### src/rtl/evm_ballot_controller.sv
// rtl/evm_ballot_controller.sv - ballot sequencing controller for an electronic voting machine
//
// Purpose:
//   Sequences one poll: the officer opens the poll, then grants ballots one at a
//   time. Each armed ballot accepts exactly one single-button press and emits
//   one vote strobe. A close request that arrives mid-ballot is held until that
//   ballot finishes. After the close, the block stays sealed until reset.
//
// Ports:
//   clk          rising-edge clock
//   reset        synchronous active-high reset
//   poll_open    officer pulse, opens the poll (IDLE only)
//   poll_close   officer pulse, closes the poll (deferred while a ballot is in flight)
//   ballot_issue officer pulse, arms one ballot (READY only, buttons must be released)
//   btn          synchronised candidate buttons, one bit per candidate
//   vote_valid   one-cycle vote strobe to the counter datapath
//   vote_id      candidate index, valid with vote_valid
//   ballot_ready voter lamp, high while a ballot is armed
//   poll_active  high from poll open until poll close
//   poll_closed  high once the poll is sealed
//   multi_press  one-cycle pulse when a multi-button press is rejected
//   timeout      one-cycle pulse when an armed ballot expires
//   total_votes  saturating count of votes cast
//
// Build option:
//   EVM_TIMEOUT_EN  when defined, an armed ballot expires after TIMEOUT_CYCLES
//                   cycles without an accepted press; otherwise timeout is tied
//                   low and no counter exists.

module evm_ballot_controller #(
  parameter int NUM_CAND       = 10,
  parameter int TIMEOUT_CYCLES = 1000
) (
  input  logic                clk,
  input  logic                reset,
  input  logic                poll_open,
  input  logic                poll_close,
  input  logic                ballot_issue,
  input  logic [NUM_CAND-1:0] btn,
  output logic                vote_valid,
  output logic [3:0]          vote_id,
  output logic                ballot_ready,
  output logic                poll_active,
  output logic                poll_closed,
  output logic                multi_press,
  output logic                timeout,
  output logic [15:0]         total_votes
);

  // vote_id is 4 bits wide, and the expiry cycle is flagged one cycle early.
  // Together these fix the legal parameter ranges.
  if (NUM_CAND < 2 || NUM_CAND > 16 || TIMEOUT_CYCLES < 2) begin : g_bad_param
    $error("evm_ballot_controller: NUM_CAND must be 2..16 and TIMEOUT_CYCLES >= 2");
  end

  typedef enum logic [2:0] {
    S_IDLE,
    S_READY,
    S_ARMED,
    S_CAST,
    S_RELEASE,
    S_CLOSED
  } state_t;

  localparam logic [NUM_CAND-1:0] BTN_ONE = {{(NUM_CAND-1){1'b0}}, 1'b1};

  state_t      state_q, state_d;
  logic        close_pend_q, close_pend_d;
  logic [3:0]  vote_id_q, vote_id_d;
  logic        vote_valid_q, vote_valid_d;
  logic        multi_press_q, multi_press_d;
  logic        multi_prev_q, multi_prev_d;
  logic        ballot_ready_q, ballot_ready_d;
  logic        poll_active_q, poll_active_d;
  logic        poll_closed_q, poll_closed_d;
  logic [15:0] total_votes_q, total_votes_d;

  logic        btn_none;
  logic        btn_multi;
  logic        btn_one;
  logic [3:0]  btn_idx;
  logic        armed_expired;

  // Button decode: x & (x-1) clears the lowest set bit. If the result is
  // non-zero, two or more buttons are down.
  assign btn_none  = (btn == '0);
  assign btn_multi = ((btn & (btn - BTN_ONE)) != '0);
  assign btn_one   = !btn_none && !btn_multi;

  always_comb begin
    btn_idx = '0;
    for (int i = 0; i < NUM_CAND; i++) begin
      if (btn[i]) begin
        btn_idx = 4'(i);
      end
    end
  end

`ifdef EVM_TIMEOUT_EN
  localparam int TMO_W = $clog2(TIMEOUT_CYCLES + 1);

  logic [TMO_W-1:0] tmo_cnt_q, tmo_cnt_d;
  logic             timeout_q, timeout_d;

  // tmo_cnt holds (armed cycle number - 1). timeout is raised for the final
  // armed cycle. During that cycle the ballot is abandoned, whatever the buttons.
  always_comb begin
    tmo_cnt_d = '0;
    timeout_d = 1'b0;
    if (state_q == S_ARMED && !timeout_q && !btn_one) begin
      tmo_cnt_d = tmo_cnt_q + TMO_W'(1);
      if (tmo_cnt_q == TMO_W'(TIMEOUT_CYCLES - 2)) begin
        timeout_d = 1'b1;
      end
    end
  end

  always_ff @(posedge clk) begin
    if (reset) begin
      tmo_cnt_q <= '0;
      timeout_q <= 1'b0;
    end else begin
      tmo_cnt_q <= tmo_cnt_d;
      timeout_q <= timeout_d;
    end
  end

  assign armed_expired = timeout_q;
  assign timeout       = timeout_q;
`else
  assign armed_expired = 1'b0;
  assign timeout       = 1'b0;
`endif

  always_comb begin
    state_d       = state_q;
    close_pend_d  = close_pend_q;
    vote_id_d     = vote_id_q;
    vote_valid_d  = 1'b0;
    multi_press_d = 1'b0;
    multi_prev_d  = 1'b0;
    total_votes_d = total_votes_q;

    case (state_q)
      S_IDLE: begin
        if (poll_open) begin
          state_d = S_READY;
        end
      end

      S_READY: begin
        // Close wins over a simultaneous issue. A button still held from the
        // previous voter blocks arming, so it cannot become the next vote.
        if (poll_close) begin
          state_d = S_CLOSED;
        end else if (ballot_issue && btn_none) begin
          state_d = S_ARMED;
        end
      end

      S_ARMED: begin
        if (poll_close) begin
          close_pend_d = 1'b1;
        end
        if (armed_expired) begin
          state_d = (close_pend_q || poll_close) ? S_CLOSED : S_READY;
        end else if (btn_one) begin
          state_d      = S_CAST;
          vote_id_d    = btn_idx;
          vote_valid_d = 1'b1;
        end else if (btn_multi) begin
          // One pulse per multi-press episode, not one per cycle held.
          multi_prev_d  = 1'b1;
          multi_press_d = !multi_prev_q;
        end
      end

      S_CAST: begin
        if (poll_close) begin
          close_pend_d = 1'b1;
        end
        if (total_votes_q != 16'hFFFF) begin
          total_votes_d = total_votes_q + 16'd1;
        end
        state_d = S_RELEASE;
      end

      S_RELEASE: begin
        if (poll_close) begin
          close_pend_d = 1'b1;
        end
        if (btn_none) begin
          state_d = (close_pend_q || poll_close) ? S_CLOSED : S_READY;
        end
      end

      S_CLOSED: begin
        state_d = S_CLOSED;
      end

      default: begin
        state_d = S_IDLE;
      end
    endcase

    if (state_d == S_CLOSED || state_d == S_READY) begin
      close_pend_d = 1'b0;
    end

    // Status outputs are registered from the next state, so they line up with state_q.
    ballot_ready_d = (state_d == S_ARMED);
    poll_active_d  = (state_d == S_READY) || (state_d == S_ARMED) ||
                     (state_d == S_CAST)  || (state_d == S_RELEASE);
    poll_closed_d  = (state_d == S_CLOSED);
  end

  always_ff @(posedge clk) begin
    if (reset) begin
      state_q        <= S_IDLE;
      close_pend_q   <= 1'b0;
      vote_id_q      <= '0;
      vote_valid_q   <= 1'b0;
      multi_press_q  <= 1'b0;
      multi_prev_q   <= 1'b0;
      ballot_ready_q <= 1'b0;
      poll_active_q  <= 1'b0;
      poll_closed_q  <= 1'b0;
      total_votes_q  <= '0;
    end else begin
      state_q        <= state_d;
      close_pend_q   <= close_pend_d;
      vote_id_q      <= vote_id_d;
      vote_valid_q   <= vote_valid_d;
      multi_press_q  <= multi_press_d;
      multi_prev_q   <= multi_prev_d;
      ballot_ready_q <= ballot_ready_d;
      poll_active_q  <= poll_active_d;
      poll_closed_q  <= poll_closed_d;
      total_votes_q  <= total_votes_d;
    end
  end

  assign vote_valid   = vote_valid_q;
  assign vote_id      = vote_id_q;
  assign ballot_ready = ballot_ready_q;
  assign poll_active  = poll_active_q;
  assign poll_closed  = poll_closed_q;
  assign multi_press  = multi_press_q;
  assign total_votes  = total_votes_q;

endmodule

### config.mk
export PLATFORM = sky130hd
export DESIGN_NAME = evm_ballot_controller
export DESIGN_NICKNAME = d
export VERILOG_FILES = /design/src/rtl/evm_ballot_controller.sv
export SDC_FILE = /design/constraint.sdc
export NUM_CORES = 1
export LEC_CHECK = 0
export ABC_CLOCK_PERIOD_IN_PS = 2000
export BUFFER_PORTS_ARGS = -buffer_cell sky130_fd_sc_hd__buf_2
export CAP_MARGIN = 25
export CORE_AREA = 5 5 64 66
export DETAILED_ROUTE_END_ITERATION = 10
export DIE_AREA = 0 0 69 71
export MAX_ROUTING_LAYER = met4
export PLACE_DENSITY_LB_ADDON = 0.3
export SKIP_LAST_GASP = 1
export SYNTH_ARGS = -nofsm -noshare
export SYNTH_HDL_FRONTEND = slang
export SYNTH_SLANG_ARGS = --single-unit
### constraint.sdc
create_clock -name clk -period 2 [get_ports clk]
set_input_delay 0.3 -clock clk [delete_from_list [all_inputs] [get_ports clk]]
set_output_delay 0.3 -clock clk [all_outputs]
set_load 0.005 [all_outputs]
* After elaboration in Yosys (flattened, before gate mapping)
Index checks and enable logic that the tools add are counted.
Word-level totals: bits in latches 0, memory bits (writable) 0, memories kept 0, output and inout port bits 26, ROM bits 0, register bits after elaboration 30
Operators by class: shift-type cells 0, equality and inequality tests 11, reduce and logical (&&, ||, !) cells 21, magnitude comparators 0, $mul 0, div/mod/pow operators 0, mux-type cells 18, $add $sub $neg 2, bitwise operators 3
Operators with widths (number):
- 4-bit 2-to-1 mux | 7
- 3-bit 2-to-1 mux | 6
- 3-bit one-hot mux with 6 select lines | 1
- 16-bit by 1-bit adder with 16-bit output, second input constant | 1
- 16-bit inequality test, second input constant | 1
- 3-bit by 2-bit == test with 1-bit output, second input constant | 4
- 3-bit == test, second input constant | 4
- 10-bit bitwise AND | 1
- 10-bit logical NOT | 1
- 10-bit nonzero test | 1
- 10-bit by 1-bit subtractor with 10-bit output, second input constant | 1
- 3-bit by 1-bit == test with 1-bit output, second input constant | 2
- 2-bit AND reduction | 3
- 3-bit OR reduction | 2
- 1-bit logical OR | 5
- 2-bit OR reduction | 2
- 4-bit OR reduction | 1
- 1-bit logical NOT | 3
- 3-bit logical NOT | 1
- 1-bit 2-to-1 mux | 3
- 1-bit logical AND | 2
- 2-bit 2-to-1 mux | 1
- 1-bit inverter | 2

* Logic depth before layout (Yosys ltp)
Gate-level depths: netlist of the first run.
word-level depth 11, mapped depth 8

* Worst setup path after synthesis of the first run
No wires, ideal clock.
path type input port to flip-flop, start in btn[0], end reg poll_active_q (netlist: poll_active), library setup time 0.079 ns, cell stages on the path 6, data arrival time 2.081 ns, slack -0.160 ns, path through or4_1 -> buf_2 -> or4b_4 -> a221oi_4 -> nor3b_1 -> a211oi_2
Between the ends: word-level cells in the longest chain between the ends 11, elaborated cells on any way between the ends 20
RTL lines:
- start: declaration | RTL line 39 | input logic [NUM_CAND-1:0] btn,
- 10-bit by 1-bit subtractor with 10-bit output | RTL line 87 | assign btn_multi = ((btn & (btn - BTN_ONE)) != '0);
- 10-bit bitwise AND | RTL line 87
- 10-bit nonzero test | RTL line 87
- 1-bit logical NOT | RTL line 88 | assign btn_one = !btn_none && !btn_multi;
- 1-bit logical AND | RTL line 88
- 3-bit 2-to-1 mux | RTL line 167 | end else if (btn_one) begin
- 3-bit one-hot mux with 6 select lines (*) | RTL line 144 | case (state_q)
- 3-bit by 1-bit == test with 1-bit output / 3-bit by 2-bit == test with 1-bit output (equally long branches) | RTL line 212 | poll_active_d = (state_d == S_READY) || (state_d == S_ARMED) ||
- 1-bit logical OR (2 in series) | RTL line 212
- 1-bit logical OR (*) | RTL line 213 | (state_d == S_CAST) || (state_d == S_RELEASE);
- end signal: assignment | RTL line 237 | poll_active_q <= poll_active_d;
- end: declaration | RTL line 74 | logic poll_active_q, poll_active_d;
Every way passes the cells marked *; elsewhere a longest branch is shown, timed or not. A chain may end at the register's enable or synchronous reset.

* Worst setup path in the final report of the first run
start in btn[0], end reg vote_valid_q (netlist: vote_valid)
Between the ends: word-level cells in the longest chain between the ends 6, elaborated cells on any way between the ends 8
RTL lines:
- 10-bit by 1-bit subtractor with 10-bit output | RTL line 87
- 10-bit bitwise AND | RTL line 87
- 10-bit nonzero test | RTL line 87
- 1-bit logical NOT | RTL line 88
- 1-bit logical AND (*) | RTL line 88
- 1-bit 2-to-1 mux (*) | RTL line 167
- end signal: assignment | RTL line 233 | vote_valid_q <= vote_valid_d;
- end: declaration | RTL line 70 | logic vote_valid_q, vote_valid_d;
Marked as above.

==> results of run 1 <==
## power by group
| group | internal [uW] | switching (uW) | total [uW] |
|---|---|---|---|
| registers | 603 | 5.56 | 609 |
| logic | 54.2 | 55.0 | 109 |
| clock network | 132 | 193 | 325 |
| total | 790 | 253 | 1040 |
## synth_stat cells, types with 2 or more instances
cell / number / area, sq um
nand2_1: 7 / 26.3
inv_1: 4 / 15.0
nor3b_1: 4 / 30.0
dfxtp_1: 30 / 601
buf_4: 2 / 15.0
a211oi_1: 5 / 37.5
xnor2_1: 14 / 123
a31oi_1: 4 / 25.0
nor2b_1: 2 / 12.5
clkbuf_1: 6 / 22.5
or4_1: 2 / 15.0
nor3_1: 13 / 65.1
o31ai_1: 2 / 15.0
nor4_1: 5 / 31.3
a21oi_1: 9 / 45.0
nand3_1: 5 / 25.0
nor2_1: 23 / 86.3
and4_1: 3 / 26.3
o21ai_0: 4 / 20.0
or2_2: 4 / 25.0
nand4_1: 3 / 18.8
## registers in the layout, indices dropped and copies added (netlist names)
name,count
ballot_ready,1
close_pend_q,1
multi_press,1
multi_prev_q,1
poll_active,1
poll_closed,1
state_q,3
total_votes,16
vote_id,4
vote_valid,1
## how the worst max path moves through the flow
stage	startpoint	end	slack, ps	cells past startpoint
finish	btn[0]	vote_valid	100	7
floorplan	btn[0]	ballot_ready	-120	6
global placement	btn[0]	poll_active	-180	6
CTS	btn[0]	poll_active	160	6
detailed placement	btn[0]	poll_active	-180	6
global route	btn[0]	vote_valid	50	7
## cells by family after synthesis
group,after synthesis,synth area share [%]
AND/OR/NAND/NOR,81,30.7
XOR/XNOR,14,8.15
AO/OA/AOI/OAI,33,16.1
flip-flops,30,39.9
adder cells (fa/ha/maj),1,0.831
buffers and inverters,14,4.07
other,1,0.249
## worst max-delay path: cells and delay by family
kind                   cells  cell delay (ps)
buffers and inverters      3              460
AO/OA/AOI/OAI              1              250
AND/OR/NAND/NOR            3             1070
## final cells by class
class                   count  area [sq um]  area share, %
inverters                   4          15.0          0.785
well taps                  48          60.1           3.14
clock buffers               7          45.0           2.36
repair buffers             58           338           17.7
multi-input cells         130           853           44.6
flip-flops and latches     30           601           31.4
## through the flow
| stage | cell area [sq um] | hold slack (ps) | util (%) | TNS [ps] |
|---|---|---|---|---|
| 6_report | 1910 | 309 | 54.3 | 0 |
| 5_1_grt | 1910 | 318 | 54.3 | 0 |
| 4_1_cts | 1910 | 298 | 54.2 | 0 |
| 3_5_place_dp | 1870 | 392 | 52.9 | -1250 |
| 3_3_place_gp | 1870 | 389 | 52.9 | -1010 |
| 2_1_floorplan | 1520 | 375 | - | -283 |
## layer usage
layer | global-route usage (%) | up-vias | share of wire [%]
met3 | 4.40 | 10 | 6.1
met5 | - | - | 0
met2 | 24.4 | 46 | 46
met1 | 17.3 | 649 | 45
met4 | 8.03 | 0 | 2.6
li1 | - | 739 | -
## timing repair
item	4_1_cts	5_1_grt
gates resized for setup	0	1
setup endpoints to repair	0	6
setup buffers	0	0
hold buffers	0	0
## cells in the final DEF, fill, tap and decap left out, types with 3 or more instances in the layout
cell / instances
nor3b_1: 3
a211oi_1: 5
xnor2_1: 14
dfxtp_1: 30
nor3_1: 13
clkbuf_4: 5
inv_1: 4
nor4_1: 5
or2_2: 4
a31oi_1: 4
nor2_1: 23
a21oi_1: 9
buf_4: 19
o21ai_0: 4
nand3_1: 5
nand2_1: 7
and4_1: 3
buf_2: 39
nand4_1: 3
==> flow_metrics.py, run 1 <==
metrics = {
    "outcome": {
        "status": "complete, no violations",
    },
    "grt": {
        "grt_pass1_wl_mm": 5.89,
        "grt_usage_pct": 15.2,
        "grt_overflow": 0,
        "grt_pass1_vias": 1335,
        "antenna_found_initial": 0,
        "grt_max_degree": 29,
    },
    "critical_path": {
        "r2r-start": "total_votes[0]",
        "crit_path_max_incr_delay_ps": 540,
        "crit_chain": "buf_2 > or4_4 > buf_4 > nor3_1 > o221ai_1 > buf_4 > nor4_1",
        "critPathRequiredTime_ps": 2190,
        "worstSetupPathType": "primary input to flop",
        "cp-end-kind": "flop",
        "reg2reg_setup_slack_ps": 240,
        "r2r-end": "total_votes[14]",
        "reg2reg_depth": 6,
        "cpMostUsedCell": "buf_4",
        "crit_slowest_cell": "or4_4",
        "crit_arrival_ps": 2090,
        "path_max_fanout": 4,
        "start_kind": "primary input",
    },
    "worst_hold_path": {
        "holdPathStages": 3,
        "hold_end": "close_pend_q",
        "min-delay-start": "poll_close",
        "hold_path.class": "primary input to flop",
    },
    "die": {
        "ios": 41,
        "chipWidth_microns": 69,
        "rows": 22,
        "core_sq_um": 3520,
        "initial_core_util_pct": 42.7,
        "die_h_microns": 71,
        "die_area_sq_um": 4900,
    },
    "routing": {
        "vias": 1444,
        "first_pass_iters": 4,
        "ant_nets": 0,
        "routed_wl_mm": 3.49,
        "viasPerCell": 5.21,
        "drcViolationCount": 0,
        "wire_per_inst_microns": 12.6,
        "drtIter0Drc": 72,
    },
    "clocking": {
        "h-tree-depth": 2,
        "cts_sinks": 30,
        "cts_max_path_buffers": 2,
        "cts_buffers": 5,
        "cts_tree": "yes",
        "insertion_delay_ps": 320,
        "clk_pin_slew_ps": 90,
        "clockRootBuffer": "clkbuf_4",
    },
    "place": {
        "dp_hpwl_mm": 2.60,
        "placed_cells": 270,
        "pre_cts_slack_ps": -183,
        "numPortBuffers": 39,
        "place_congestion": 0.899,
    },
    "timing": {
        "fmax_mhz": 526,
        "worst_slew_pin_slew_ps": 508,
        "period_minus_slack_ps": 1900,
        "fin_crit_sh_pct": 95.0,
        "finClkSkew_ps": 6.27,
        "hold_violations": 0,
        "slew_viol_final": 0,
        "worst_slew_margin_rel_pct": 66.1,
        "setup_slack_ps": 99.1,
        "rsz0062_at_grt": "no",
        "setup_viol": 0,
    },
    "synthesis": {
        "ys_seq_area_share_pct": 39.9,
        "synth-edff-count": 0,
        "syn_avg_cell_area_sq_um": 8.65,
        "synth_cell_type_count": 44,
        "synth-main-ff-cell": "dfxtp_1",
        "syn_area_sq_um": 1510,
        "synth_seq_cells": 30,
        "ys_warn_count": 0,
        "synth_nets": 190,
        "netlist_instances": 174,
        "async_flop_share_pct": 0,
    },
    "layout": {
        "nNetsFinal": 245,
        "syn_to_final_growth_pct": 27.0,
        "fill_cells": 378,
        "drive_gt1_share_pct": 33.6,
        "antennaDiodeCount": 0,
        "final_cells": 277,
    },
    "power": {
        "power_uw": 1040,
        "leakagePower_uw": 0.000751,
        "p_per_area_nw_per_um2": 546,
        "ir_drop_v": 0.000196,
    },
    "run": {
        "drv_cap": 0,
    },
}
No activity file was read; power rests on OpenSTA's default activity.
==> inputs of run 2 (changes only) <==
Settings changed: ABC_AREA set to 1, CORE_AREA 5 5 64 66 to 5 5 67 69, CTS_BUF_LIST set to sky130_fd_sc_hd__clkbuf_16, DIE_AREA 0 0 69 71 to 0 0 72 74, PLACE_DENSITY set to 0.74, PLACE_DENSITY_LB_ADDON 0.3 to unset.
==> run 2 against run 1 <==
Compared with the run above:
- synthesized cell count up 56%
- sequential power rose by 2%
- clock skew decreased by 1.8 ps
- die area up 8.8%
- total power rose by 53%
- worst hold slack improved by 74 ps
- highest routed layer unchanged
- global-route usage is 1.9 points higher
- sequential cell count is the same
- design area rose by 12%
==> flow_metrics.py, run 2 <==
metrics = {
    "outcome": {
        "status": "complete, no violations",
    },
    "synthesis": {
        "synth_most_common_cell": "nand2_1",
        "synth_seq_cells": 30,
        "ys_warn_count": 0,
        "synth-main-ff-cell": "dfxtp_1",
        "syn_avg_cell_area_sq_um": 6.46,
        "synth-edff-count": 0,
        "async_flop_share_pct": 0,
        "syn_area_sq_um": 1750,
        "ys_seq_area_share_pct": 34.3,
        "synth_cell_type_count": 30,
        "synth_top_area_cell": "dfxtp_1",
        "synth_top_cells_by_count": "57 x nand2_1, 42 x nor2_1, 41 x inv_1",
        "synth_area_leaders": "dfxtp_1 34%, nand2_1 12%, nor2_1 9.0%",
        "synth_top_area_share_pct": 34.3,
        "netlist_instances": 271,
        "synth_nets": 287,
    },
    "critical_path": {
        "r2r-start": "total_votes[0]",
        "critPathRequiredTime_ps": 2160,
        "cp-end-kind": "flop",
        "start_kind": "flop",
        "worstSetupPathType": "flop to flop",
        "critPathLaunch": "total_votes[0]",
        "reg2reg_setup_slack_ps": 240,
        "r2r-end": "total_votes[9]",
        "cp-endpoint": "total_votes[9]",
        "crit_arrival_ps": 1920,
        "reg2reg_depth": 9,
        "path_max_fanout": 13,
    },
    "grt": {
        "antenna_found_initial": 0,
        "grt_overflow": 0,
        "grt_max_degree": 16,
        "grt_pass1_wl_mm": 6.93,
        "grt_pass1_vias": 1589,
        "grt_usage_pct": 17.1,
    },
    "clocking": {
        "post_cts_buffers": 0,
        "clockRootBuffer": "clkbuf_16",
        "cts_buffers": 5,
        "insertion_delay_ps": 270,
        "clk_pin_slew_ps": 50,
        "cts_max_path_buffers": 2,
        "h-tree-depth": 2,
        "cts_sinks": 30,
        "cts_tree": "yes",
        "cts_hold_buf": 0,
    },
    "layout": {
        "nNetsFinal": 329,
        "final_cells": 363,
        "final_cell_mix": "57 x nand2_1, 42 x nor2_1, 41 x inv_1",
        "syn_to_final_growth_pct": 21.9,
        "drive_gt1_share_pct": 22.0,
        "final_common_cell": "nand2_1",
        "antennaDiodeCount": 0,
        "largest_reg_flops": 16,
    },
    "power": {
        "ir_drop_v": 0.000458,
        "p_per_area_nw_per_um2": 745,
        "leakagePower_uw": 0.00101,
    },
    "routing": {
        "first_pass_iters": 4,
        "wire_per_inst_microns": 11.1,
        "drtIter0Drc": 188,
        "ant_nets": 0,
        "viasPerCell": 4.90,
        "vias": 1777,
        "routed_wl_mm": 4.04,
        "drcViolationCount": 0,
    },
    "timing": {
        "fmax_mhz": 569,
        "rsz0062_at_grt": "no",
        "setup_viol": 0,
        "fin_tns_setup_ps": 0,
        "fin_crit_sh_pct": 87.9,
        "slew_viol_final": 0,
        "finClkSkew_ps": 4.45,
        "period_minus_slack_ps": 1760,
        "hold_violations": 0,
    },
    "die": {
        "rows": 23,
        "die_area_sq_um": 5330,
        "core_sq_um": 3860,
        "ios": 41,
        "chipWidth_microns": 72,
        "die_h_microns": 74,
        "initial_core_util_pct": 45.4,
    },
    "worst_hold_path": {
        "hold_path.class": "primary input to flop",
        "holdPathStages": 3,
    },
    "run": {
        "drv_cap": 0,
    },
    "place": {
        "place_congestion": 0.914,
        "numPortBuffers": 39,
        "placed_cells": 356,
        "dp_hpwl_mm": 3.12,
    },
}
==> run 2: cell types whose count changed in the layout (fill, tap and decap cells not counted), sizes merged, moves of 4 or more <==
cell,before,now
nand2,7,64
inv,4,45
nor2,23,48
buf,58,40
nand3,5,19
xnor2,14,0
o21ai,4,14
a211oi,6,0
a21oi,9,15
nor4,6,1
nand4,3,7
or2,4,0
xor2,0,4
==> run 2: repair_timing <==
item | 4_1_cts | 5_1_grt
endpoints found under the hold margin | 0 | 0
endpoints found under the setup margin | 0 | 3
gates resized for setup | 0 | 1
==> run 2: area by class of cell <==
class | count | area, sq um
Timing Repair Buffer | 40 | 203
Sequential cell | 30 | 601
Tap cell | 50 | 62.6
Clock buffer | 5 | 125
Multi-Input combinational cell | 191 | 942
Clock inverter | 2 | 33.8
Fill cell | 398 | 1720
Inverter | 45 | 169
==> run 2: logic make-up (layout without fill, tap and decap cells) <==
| group | Yosys count | count (layout) | share of synthesized area (%) |
|---|---|---|---|
| other | 1 | 1 | 0.214 |
| AO/OA/AOI/OAI | 31 | 31 | 9.29 |
| XOR/XNOR | 4 | 4 | 2.00 |
| AND/OR/NAND/NOR | 154 | 154 | 41.3 |
| adder cells (fa/ha/maj) | 1 | 1 | 0.714 |
| buffers and inverters | 50 | 92 | 12.2 |
| flip-flops | 30 | 30 | 34.3 |
==> run 2: critical path: stages, from the launching register on <==
cell and delay [ps]:
dfxtp_1 330, ha_1 240, nand3_1 180, nor2_1 70, nand3_1 130, nand2_4 130, inv_2 230, nand3_1 120
o21ai_0 160, a21oi_1 50
==> run 2: stage by stage <==
stage	power (uW)	utilization, %	hold slack (ps)	cell area [sq um]	setup slack (ps)
2_1_floorplan	735	-	368	1750	499
4_1_cts	1610	55.3	379	2130	193
3_5_place_dp	782	51.1	378	1970	224
3_3_place_gp	780	51.1	381	1970	317
5_1_grt	1670	55.4	391	2140	1.22
6_report	1590	55.4	384	2140	242
==> run 2: where the power goes <==
| group | switching [uW] | internal [uW] |
|---|---|---|
| combinational | 96.9 | 54.3 |
| sequential | 6.74 | 612 |
| clock | 248 | 574 |
| total | 351 | 1240 |
==> run 2: per-layer routing <==
metal | vias up | share of wire, % | global-route usage, %
li1 | 937 | - | -
met1 | 778 | 42 | 19.6
met2 | 53 | 49 | 28.4
met3 | 9 | 6.4 | 4.73
met4 | 0 | 2.2 | 7.10
met5 | - | 0 | -
==> run 2: worst min path at each step <==
| stage | startpoint | end | slack (ps) |
|---|---|---|---|
| floorplan | multi_prev_q | multi_press | 370 |
| global placement | multi_prev_q | multi_press | 380 |
| detailed placement | multi_prev_q | multi_press | 380 |
| CTS | reset | total_votes[12] | 380 |
| global route | reset | total_votes[12] | 390 |
| finish | poll_close | close_pend_q | 380 |
==> inputs of run 3 (changes only) <==
Settings changed: ABC_AREA 1 to unset, CORE_AREA 5 5 67 69 to 5 5 64 66, DIE_AREA 0 0 72 74 to 0 0 69 71, PLACE_DENSITY 0.74 to 0.72.
==> run 3 against run 2 <==
Compared with the run above:
- clock-buffer cell count unchanged
- worst hold slack got worse by 11 ps
- combinational power decreased by 28%
- sequential share of layout area increased by 1.9 points
- via count decreased by 17%
- setup slack got worse by 160 ps
- routed wire length decreased by 18%
- design area decreased by 6.4%
- non-clock buffer count increased by 17
- highest routed layer unchanged
==> flow_metrics.py, run 3 (synthesis gave the netlist of run 1 again) <==
metrics = {
    "outcome": {
        "status": "complete, no violations",
    },
    "routing": {
        "drcViolationCount": 0,
        "routed_wl_mm": 3.32,
        "route.met3.wl_microns": 233,
        "top_layer_used": "met4",
        "viasPerCell": 5.33,
        "first_pass_iters": 4,
        "ant_nets": 0,
        "vias": 1476,
        "drtIter0Drc": 48,
        "wirelength_met1_mm": 1.44,
        "dr_wl_met2_mm": 1.57,
        "wire_per_inst_microns": 12.0,
    },
    "run": {
        "drv_cap": 0,
    },
    "timing": {
        "worst_slew_pin_slew_ps": 548,
        "hold_violations": 0,
        "period_minus_slack_ps": 1910,
        "slew_viol_final": 0,
        "rsz0062_at_grt": "no",
        "fmax_mhz": 523,
        "worst_slew_margin_rel_pct": 63.4,
        "fin_crit_sh_pct": 95.7,
        "setup_viol": 0,
        "finClkSkew_ps": 2.98,
        "setup_slack_ps": 86.9,
    },
    "critical_path": {
        "r2r-start": "total_votes[0]",
        "r2r-end": "total_votes[14]",
        "critPathRequiredTime_ps": 2160,
        "critPathLaunch": "btn[0]",
        "crit_slowest_cell": "or4b_4",
        "reg2reg_depth": 6,
        "crit_path_max_incr_delay_ps": 540,
        "crit_arrival_ps": 2080,
        "cp-end-kind": "flop",
        "cp-endpoint": "ballot_ready",
        "start_kind": "primary input",
        "crit_chain": "buf_2 > or4_4 > or4b_4 > a221oi_4 > a31oi_1 > and2_1",
        "path_max_fanout": 4,
        "reg2reg_setup_slack_ps": 180,
        "worstSetupPathType": "primary input to flop",
    },
    "power": {
        "power_uw": 1420,
        "p_per_area_nw_per_um2": 712,
        "power_frac_clock_pct": 49.4,
        "power_frac_seq_pct": 42.9,
        "ir_drop_v": 0.000403,
        "p_int_uw": 1110,
        "leakagePower_uw": 0.000790,
        "netSwitchingPower_uw": 312,
        "p_comb_share_pct": 7.6,
        "p_sw_share_pct": 21.9,
    },
    "worst_hold_path": {
        "hold_path.class": "primary input to flop",
    },
    "clocking": {
        "insertion_delay_ps": 270,
        "cts_sinks": 30,
        "cts_tree": "yes",
        "cts_resized": 0,
        "clk_pin_slew_ps": 50,
        "h-tree-depth": 2,
        "clockRootBuffer": "clkbuf_16",
        "cts_max_path_buffers": 2,
        "post_cts_buffers": 0,
        "cts_hold_buf": 0,
        "cts_buffers": 5,
    },
    "place": {
        "dpl_cell_area_sq_um": 1860,
        "numPortBuffers": 39,
        "pre_cts_slack_ps": -184,
        "dp_hpwl_mm": 2.49,
        "place_congestion": 0.888,
    },
    "layout": {
        "nNetsFinal": 244,
        "fill_cells": 354,
        "final_common_cell": "buf_2",
        "syn_to_final_growth_pct": 32.8,
        "multi_input_area_sq_um": 852,
        "final_cell_mix": "39 x buf_2, 30 x dfxtp_1, 23 x nor2_1",
        "antennaDiodeCount": 0,
        "largest_reg_flops": 16,
        "design_area_sq_um": 2000,
        "drive_gt1_share_pct": 33.6,
        "ff_latch_area_sq_um": 601,
    },
    "grt": {
        "grt_overflow": 0,
        "grt_usage_pct": 15.3,
        "antenna_found_initial": 0,
        "grt_max_degree": 29,
        "grt_pass1_wl_mm": 5.96,
        "grt_pass1_vias": 1368,
    },
    "die": {
        "ios": 41,
        "initial_core_util_pct": 42.7,
        "rows": 22,
        "die_h_microns": 71,
        "chipWidth_microns": 69,
        "core_sq_um": 3520,
        "die_area_sq_um": 4900,
    },
}
==> run 3: worst min-delay path by stage <==
stage / from / endpoint / slack (ps) / cells past startpoint
floorplan: multi_prev_q / multi_press / 380 / 1
detailed placement: multi_prev_q / multi_press / 390 / 1
finish: poll_close / close_pend_q / 370 / 3
global route: poll_close / close_pend_q / 400 / 3
CTS: poll_close / close_pend_q / 360 / 3
global placement: multi_prev_q / multi_press / 380 / 1
==> run 3: per-stage QoR <==
stage | utilization [%] | hold WS (ps) | TNS (ps) | cells
global placement | 52.7 | 383 | -867 | 269
detailed placement | 52.7 | 389 | -1110 | 269
finish | 56.7 | 373 | 0 | 277
CTS | 56.7 | 364 | 0 | 277
floorplan | - | 375 | -283 | 174
global route | 56.7 | 403 | 0 | 277
==> run 3: area by class of cell <==
type,instances,area share [%]
multi-input cells,130,42.6
flip-flops and latches,30,30.0
repair buffers,57,16.5
clock buffers,5,6.26
well taps,48,3.00
clock inverters,3,0.814
inverters,4,0.751
==> run 3: power groups by stage <==
stage	clock (uW)	combinational, uW	sequential (uW)
floorplan	0	54.7	622
global placement	0	108	623
detailed placement	0	110	623
CTS	730	110	611
global route	758	121	611
finish	704	109	611
==> run 3: per-layer routing <==
metal  up-vias  track usage (%)
met5         -                -
met4         0             8.46
met3         7             5.26
met2        43             24.2
met1       686             17.0
li1        740                -
==> run 3: worst max-delay path, delay by kind of cell <==
family                 cells  cell delay (ps)
and+or+nand+nor            3             1250
buffers and inverters      1              100
AOI/OAI and AO/OA          2              420
